`src/rtl/palette_pkg.sv`:
```
// Shared types and constants for the palette zone painter.
package palette_pkg;
   localparam int PAL_COLOR_W = 24;
   typedef logic [PAL_COLOR_W-1:0] color_t;

   localparam color_t DEF_COLOR_STEP = 24'h010203;
   localparam color_t BLANK_COLOR    = '0;

   function automatic int unsigned zone_idx(input int unsigned row,
                                            input int unsigned col,
                                            input int unsigned cols);
      return row * cols + col;
   endfunction
endpackage

```
`src/rtl/palette_zone_painter_swap_pulse_gen.sv`:
```
// Swap button conditioning: synchroniser, optional debounce, rising-edge pulse.
// PALETTE_DEBOUNCE_EN adds a stability counter ahead of the edge detector.
module swap_pulse_gen #(
   parameter int SYNC_STAGES     = 2,
   parameter int DEBOUNCE_CYCLES = 16
) (
   input  logic clk_i,
   input  logic rst_n_i,
   input  logic swap_i,
   output logic pulse_o
);
   logic [SYNC_STAGES-1:0] sync_q;
   logic                   lvl;
   logic                   prev_q;
   logic                   pulse_q;

   always_ff @(posedge clk_i) begin
      if (!rst_n_i) sync_q <= '0;
      else          sync_q <= {sync_q[SYNC_STAGES-2:0], swap_i};
   end

`ifdef PALETTE_DEBOUNCE_EN
   localparam int CNT_W = $clog2(DEBOUNCE_CYCLES + 1);
   logic [CNT_W-1:0] cnt_q;
   logic             deb_q;

   // Any return to the debounced level restarts the stability count.
   always_ff @(posedge clk_i) begin
      if (!rst_n_i) begin
         cnt_q <= '0;
         deb_q <= 1'b0;
      end else if (sync_q[SYNC_STAGES-1] == deb_q) begin
         cnt_q <= '0;
      end else if (cnt_q == CNT_W'(DEBOUNCE_CYCLES - 1)) begin
         cnt_q <= '0;
         deb_q <= sync_q[SYNC_STAGES-1];
      end else begin
         cnt_q <= cnt_q + 1'b1;
      end
   end
   assign lvl = deb_q;
`else
   assign lvl = sync_q[SYNC_STAGES-1];
`endif

   always_ff @(posedge clk_i) begin
      if (!rst_n_i) begin
         prev_q  <= 1'b0;
         pulse_q <= 1'b0;
      end else begin
         prev_q  <= lvl;
         pulse_q <= lvl & ~prev_q;
      end
   end

   assign pulse_o = pulse_q;
endmodule

```
`src/rtl/palette_zone_painter.sv`:
```
// Zone painter: per-zone palette fed by a free-running colour generator.
// Optional PALETTE_DEBOUNCE_EN debounces the swap button.
module palette_zone_painter
   import palette_pkg::*;
#(
   parameter int                  COLOR_W         = 24,
   parameter int                  ZONE_COLS       = 2,
   parameter int                  ZONE_ROWS       = 2,
   parameter int                  H_ACTIVE        = 640,
   parameter int                  V_ACTIVE        = 480,
   parameter logic [COLOR_W-1:0]  COLOR_STEP      = COLOR_W'(DEF_COLOR_STEP),
   parameter int                  SYNC_STAGES     = 2,
   parameter int                  DEBOUNCE_CYCLES = 16,
   localparam int                 NUM_ZONES       = ZONE_COLS * ZONE_ROWS,
   localparam int                 PTR_W           = (NUM_ZONES > 1) ? $clog2(NUM_ZONES) : 1
) (
   input  logic               clk_in,
   input  logic               reset_in,
   input  logic               swap_in,
   input  logic [9:0]         horizontal,
   input  logic [9:0]         vertical,
   output logic [COLOR_W-1:0] color,
   output logic [PTR_W-1:0]   wr_ptr,
   output logic               palette_full
);
   localparam int unsigned ZW = H_ACTIVE / ZONE_COLS;
   localparam int unsigned ZH = V_ACTIVE / ZONE_ROWS;

   logic [COLOR_W-1:0] gen_q;
   logic [COLOR_W-1:0] pal_q [NUM_ZONES];
   logic [PTR_W-1:0]   wr_ptr_q, wr_ptr_d;
   logic               full_q;
   logic [COLOR_W-1:0] color_q, color_d;
   logic               swap_pulse;
   logic [31:0]        h32, v32;
   logic [PTR_W-1:0]   col, row, zone;

   swap_pulse_gen #(
      .SYNC_STAGES    (SYNC_STAGES),
      .DEBOUNCE_CYCLES(DEBOUNCE_CYCLES)
   ) u_swap (
      .clk_i  (clk_in),
      .rst_n_i(reset_in),
      .swap_i (swap_in),
      .pulse_o(swap_pulse)
   );

   assign h32 = {22'd0, horizontal};
   assign v32 = {22'd0, vertical};

   // Compare chain against constant zone boundaries; saturates at the last zone.
   always_comb begin
      col = '0;
      row = '0;
      for (int k = 1; k < ZONE_COLS; k++)
         if (h32 >= k * ZW) col = PTR_W'(k);
      for (int k = 1; k < ZONE_ROWS; k++)
         if (v32 >= k * ZH) row = PTR_W'(k);
      zone = PTR_W'(zone_idx(int'(row), int'(col), ZONE_COLS));
   end

   always_comb begin
      color_d = COLOR_W'(BLANK_COLOR);
      if (h32 < H_ACTIVE && v32 < V_ACTIVE) color_d = pal_q[zone];
   end

   assign wr_ptr_d = (wr_ptr_q == PTR_W'(NUM_ZONES - 1)) ? '0 : wr_ptr_q + 1'b1;

   // Output samples the palette before this cycle's write, so a colliding
   // write shows up one cycle later.
   always_ff @(posedge clk_in) begin
      if (!reset_in) begin
         gen_q    <= '0;
         wr_ptr_q <= '0;
         full_q   <= 1'b0;
         color_q  <= '0;
         for (int i = 0; i < NUM_ZONES; i++) pal_q[i] <= '0;
      end else begin
         gen_q   <= gen_q + COLOR_STEP;
         color_q <= color_d;
         if (swap_pulse) begin
            pal_q[wr_ptr_q] <= gen_q;
            wr_ptr_q        <= wr_ptr_d;
            if (wr_ptr_q == PTR_W'(NUM_ZONES - 1)) full_q <= 1'b1;
         end
      end
   end

   assign color        = color_q;
   assign wr_ptr       = wr_ptr_q;
   assign palette_full = full_q;
endmodule

```
`config.mk`:
```
export PLATFORM = sky130hd
export DESIGN_NAME = palette_zone_painter
export DESIGN_NICKNAME = d
export VERILOG_FILES = /design/src/rtl/palette_pkg.sv /design/src/rtl/palette_zone_painter_swap_pulse_gen.sv /design/src/rtl/palette_zone_painter.sv
export SDC_FILE = /design/constraint.sdc
export NUM_CORES = 1
export LEC_CHECK = 0
export BUFFER_PORTS_ARGS = -buffer_cell sky130_fd_sc_hd__buf_4
export CAP_MARGIN = 0
export CORE_ASPECT_RATIO = 1.5
export CORE_MARGIN = 2
export CORE_UTILIZATION = 50
export DETAILED_ROUTE_END_ITERATION = 8
export PLACE_DENSITY_LB_ADDON = 0.15
export RECOVER_POWER = 25
export SYNTH_ARGS = -nofsm -noshare
export SYNTH_HDL_FRONTEND = slang
export SYNTH_SLANG_ARGS = --single-unit
```
`constraint.sdc`:
```
create_clock -name clk_in -period 2.7 [get_ports clk_in]
set_input_delay 0.27 -clock clk_in [delete_from_list [all_inputs] [get_ports clk_in]]
set_output_delay 0.27 -clock clk_in [all_outputs]
set_load 0.01 [all_outputs]
```
# Word-level counts from Yosys, hierarchy flattened
# Memory sizes are Yosys's and may differ from the RTL's. A register that Yosys moved wholly into a read port is not among the register bits.
# Cells that the tools add are included.
word_totals:
  wordCells: 32
  input_bits: 23
  regBits: 31
  mem_count: 1
  latch_bits: 0
  ram_bits: 96
  rom_bits: 0
memory_table:
  columns: ["name", "words", "word_bits", "rd", "rd_ports_with_merged_regs", "wr", "line_no", "source"]
  rows:
  - ["pal_q", 4, 24, 1, 1, 4, "palette_zone_painter.sv:30", "logic [COLOR_W-1:0] pal_q [NUM_ZONES];"]
op_classes:
  div_mod_pow: 0
  multipliers: 0
  reduce_logical: 5
  shifts: 0
  n_addsub: 3
  bitwise: 2
  mux: 10
  order_cmp: 4
  n_eq_ne: 1
ops:
  columns: ["cell", "count"]
  rows:
  - ["adder 24 x 17 -> 24 bit (second input constant)", 1]
  - ["two-way mux 24 bit", 1]
  - ["OR reduction 24 bit", 1]
  - [">= comparator 10 x 8 -> 1 bit (second input constant)", 1]
  - [">= comparator 10 x 9 -> 1 bit (second input constant)", 1]
  - ["< comparator 10 bit (second input constant)", 1]
  - ["< comparator 10 x 9 -> 1 bit (second input constant)", 1]
  - ["two-way mux 1 bit", 7]
  - ["two-way mux 2 bit", 2]
  - ["AND reduction 2 bit", 2]
  - ["adder 2 x 1 -> 2 bit (second input constant)", 1]
  - ["adder 2 bit", 1]
  - ["equality test 2 bit (second input constant)", 1]
  - ["bitwise AND 1 bit", 1]
  - ["logical AND 1 bit", 1]
  - ["zero test 1 bit", 1]
  - ["inverter 1 bit", 1]

# Logic depth before layout (Yosys ltp)
depth:
  depth_word: 5
  depth_mapped: 6

# Hierarchy
# From an unflattened synthesis, not the netlist that was laid out.
hier_totals:
  cells_unflattened: 512
  area_unflattened_um2: 6304.8
modules_own_cells:
  columns: ["mod", "cells_each", "area_per_inst_um2", "seq_area_each_um2", "n_inst"]
  rows:
  - ["palette_zone_painter", 504, 6193.4, 3903.7, 1]
  - ["swap_pulse_gen", 8, 111.4, 80.1, 1]

# Least setup slack after synthesis
# Ideal clock, no wire load.
synth_path:
  path_kind: "register to register"
  startpoint: "register wr_ptr_q[1] (netlist: wr_ptr[1])"
  endpoint: "memory pal_q[0][0] (enable)"
  path_buffers: 1
  required_ps: 2316
  stages_incl_launch_ff: 4
  setup_time_ps: 384
  setup_slack_ps: 609
  arrival_time_ps: 1707
  path_cell_list: "dfxtp_1 -> clkbuf_1 -> nor3_1 -> nand2b_1"
synth_lines:
  columns: ["element", "line_no", "source"]
  rows:
  - ["start: declaration", "palette_zone_painter.sv:31", "logic [PTR_W-1:0] wr_ptr_q, wr_ptr_d;"]
  - ["start signal: assignment", "palette_zone_painter.sv:83", "wr_ptr_q <= wr_ptr_d;"]
  - ["end: declaration", "palette_zone_painter.sv:30", null]

==> metrics.txt <==
status=finished, final reports clean; area of the core=12000 µm²; post-cts resize count=0; Max stage delay on crit path=1010 ps; CTS Hold Bufs=0; CP Cell Sequence=clkbuf_4 > clkbuf_1 > nand2_1 > buf_12; met3 Use GR=4.22%; GRT met2 Usage=35.4%; Mapped Area=6100 µm²; Post-Synth XOR/XNOR Area=1.15%; largest family of logic cells by synthesized area=simple AND/OR/NAND/NOR gates; clk_skew=8.27 ps; met1 Track Usage GR=24.5%; ys async rst share=0%; largest net degree at the start of global routing=49; final worst path period share=85.4%; switching pwr=1.13 mW; Adder-Cell Fraction of Synth Area=0.410%; final setup vio count=0; clock net sink count=151; Clk Latency, worst-skew pair=410 ps; CP max-delay cell=clkbuf_1; Mean Syn Cell Area=12.9 µm²; Post-Syn Instances=473; postcts setup bufs=0; gr usage total=20.4%; htree depth=4; WP data arrival=2460 ps; syn nets=498; FF+latch count, synth=151; top-area cell type share of the netlist area=47.2%; router iterations before antenna repair=4; # rows=49; warning count from the yosys run=0; ANT nets after route=0; main area contributors after synthesis=edfxtp_1 47%, dfxtp_1 18%, mux2i_1 8.4%; Slew headroom=6.52%; clock slew at reported path FFs=60 ps; Max clock buf depth=2; power share of the clock group=47.7%; Reg power frac=47.6%; Net Sw Frac=20.8%; Inserted Clock Buffers=17; global-route wire length before repair=20.0 mm; area grow syn2layout=17.3%; port bufs=39; die area=13100 µm²; GR Overflow Total=0; number of DRC markers after the initial detailed-route iteration=138; die width=94.2 µm; Simple-Gate Fraction of Synth Area=16.2%; hold crit path type=in -> reg; Initial Util=51.1%; worst-path fanout max=30; drc violations=0; mux cell area share after synthesis=8.36%; DR vias=3797; combinational power share=4.7%; final worst setup slack=394 ps; # IOs=50; most common cell in the netlist=edfxtp_1; TritonCTS clock tree=built; post-route minimum period=2310 ps; routability cong.=0.761; Post-synth EDFFs=96; fraction of layout cells with a size suffix above 1=13.4%; Leakage=2.86 nW; max-cap viol count=0; Fin. Hold Viols=0; register area share after synthesis=65.3%; VDD IR max=473 µV; post-synthesis compound-gate area fraction=5.95%; Distinct cells, synth=42; antenna cells=0; initial antenna violation count=0; total power=5.43 mW; RSZ-0062 raised after global routing=no; Int Pwr=4.30 mW; PwrDens=758 nW/µm²; f_max=434 MHz; Max Slew Vio Count=0; Setup WS pre-CTS=653 ps; Routed WL per cell=18.1 µm; post-DP HPWL=7.07 mm; Nets=541; top cell type by total area after synthesis=edfxtp_1; startpoint types=primary input; die height=139 µm; synth cell count leaders=96 x edfxtp_1, 66 x and2_1, 55 x dfxtp_1; Worst EP required=2860 ps; Main synth FF type=edfxtp_1; Most Used Layer, Global Route=met2; setup tns final=0 ps; Tightest Pin Transition=1400 ps; CP Capture Type=flip-flop; vias per cell=5.57; vias in the first global route=3795; Clock Tree Root=clkbuf_16; WL final=12.3 mm; WS Path Type=in -> reg
-- stage by stage --
stage | cells | utilization (%) | cell area (µm²) | hold WS, ps
2_1_floorplan | 473 | - | 6100 | 367
3_3_place_gp | 650 | 55.2 | 6600 | 376
3_5_place_dp | 650 | 55.2 | 6600 | 378
4_1_cts | 682 | 60.7 | 7260 | 48.8
5_1_grt | 682 | 59.9 | 7160 | 47.7
6_report | 682 | 59.9 | 7160 | 61.5
-- power by group through the flow --
stage | Sequential, mW | Clock, mW | Combinational, mW
after floorplan | 2.62 | 0 | 0.178
after global placement | 2.63 | 0 | 0.264
after detailed placement | 2.63 | 0 | 0.271
after CTS | 2.59 | 2.63 | 0.271
after global routing | 2.60 | 2.73 | 0.281
final | 2.58 | 2.59 | 0.255
-- area by class of cell --
cell class / instances / area (µm²)
inverters: 8 / 30.0
multi-input cells: 285 / 1970
fillers: 983 / 4790
flip-flops and latches: 151 / 3980
well taps: 153 / 191
repair buffers: 53 / 325
clock buffers: 18 / 439
clock inverters: 14 / 221
-- routing by layer --
metal,vias to the layer above,routed length (µm)
met5,-,0
met4,0,112
met3,8,603
met2,88,6780
met1,1881,4820
li1,1820,-
-- layout by cell type (no fill, tap or decap), types with 2 or more instances in the layout --
cell,count
bufinv_16,5
inv_6,2
xnor2_1,3
and2_2,3
nand2b_1,4
o21ai_0,5
dfxtp_1,55
edfxtp_1,96
nand3_1,6
a21oi_1,13
clkinvlp_4,4
inv_1,6
xor2_1,5
buf_12,2
nand4_1,6
or2_2,2
o31ai_1,8
nor2_1,23
and2_1,64
or4_1,9
clkbuf_16,17
nand2_1,9
or3_1,2
and3_1,18
ha_1,2
nor3b_1,3
and2_0,2
clkinv_4,2
nor3b_2,2
clkinv_1,2
buf_4,24
a211oi_1,2
nor4_1,6
mux2i_1,51
clkbuf_1,26
o22ai_1,24
-- registers in the layout, summed over array words and instances (netlist names) --
register / flops
color: 24
gen_q: 24
pal_q: 96
palette_full: 1
u_swap.prev_q: 1
u_swap.pulse_o: 1
u_swap.sync_q: 2
wr_ptr: 2
-- final timing paths --
kind / slack [ps] / to / start / depth (start not counted)
worst max-delay path: 390 / pal_q[3][10]$_DFFE_PP_ / reset_in / 4
worst min-delay path: 60 / u_swap.sync_q[0]$_SDFF_PN0_ / swap_in / 2
worst min register to register: 390 / u_swap.pulse_o$_SDFF_PN0_ / u_swap.prev_q$_SDFF_PN0_ / 1
worst max register to register: 610 / gen_q[22]$_SDFF_PN0_ / gen_q[0]$_SDFF_PN0_ / 6
-- critical path, delay by kind of cell --
kind	cells	cell delay, ps
buffers and inverters	3	1500
and+or+nand+nor	1	690
-- logic make-up (layout without fill, tap and decap cells) --
family,after synthesis,in the layout
compound gates,57,57
fa+ha+maj,2,2
mux,51,51
simple gates,167,167
xor+xnor,8,8
buf+inv,37,93
flops,151,151
Power figures use the tool's default switching activity.
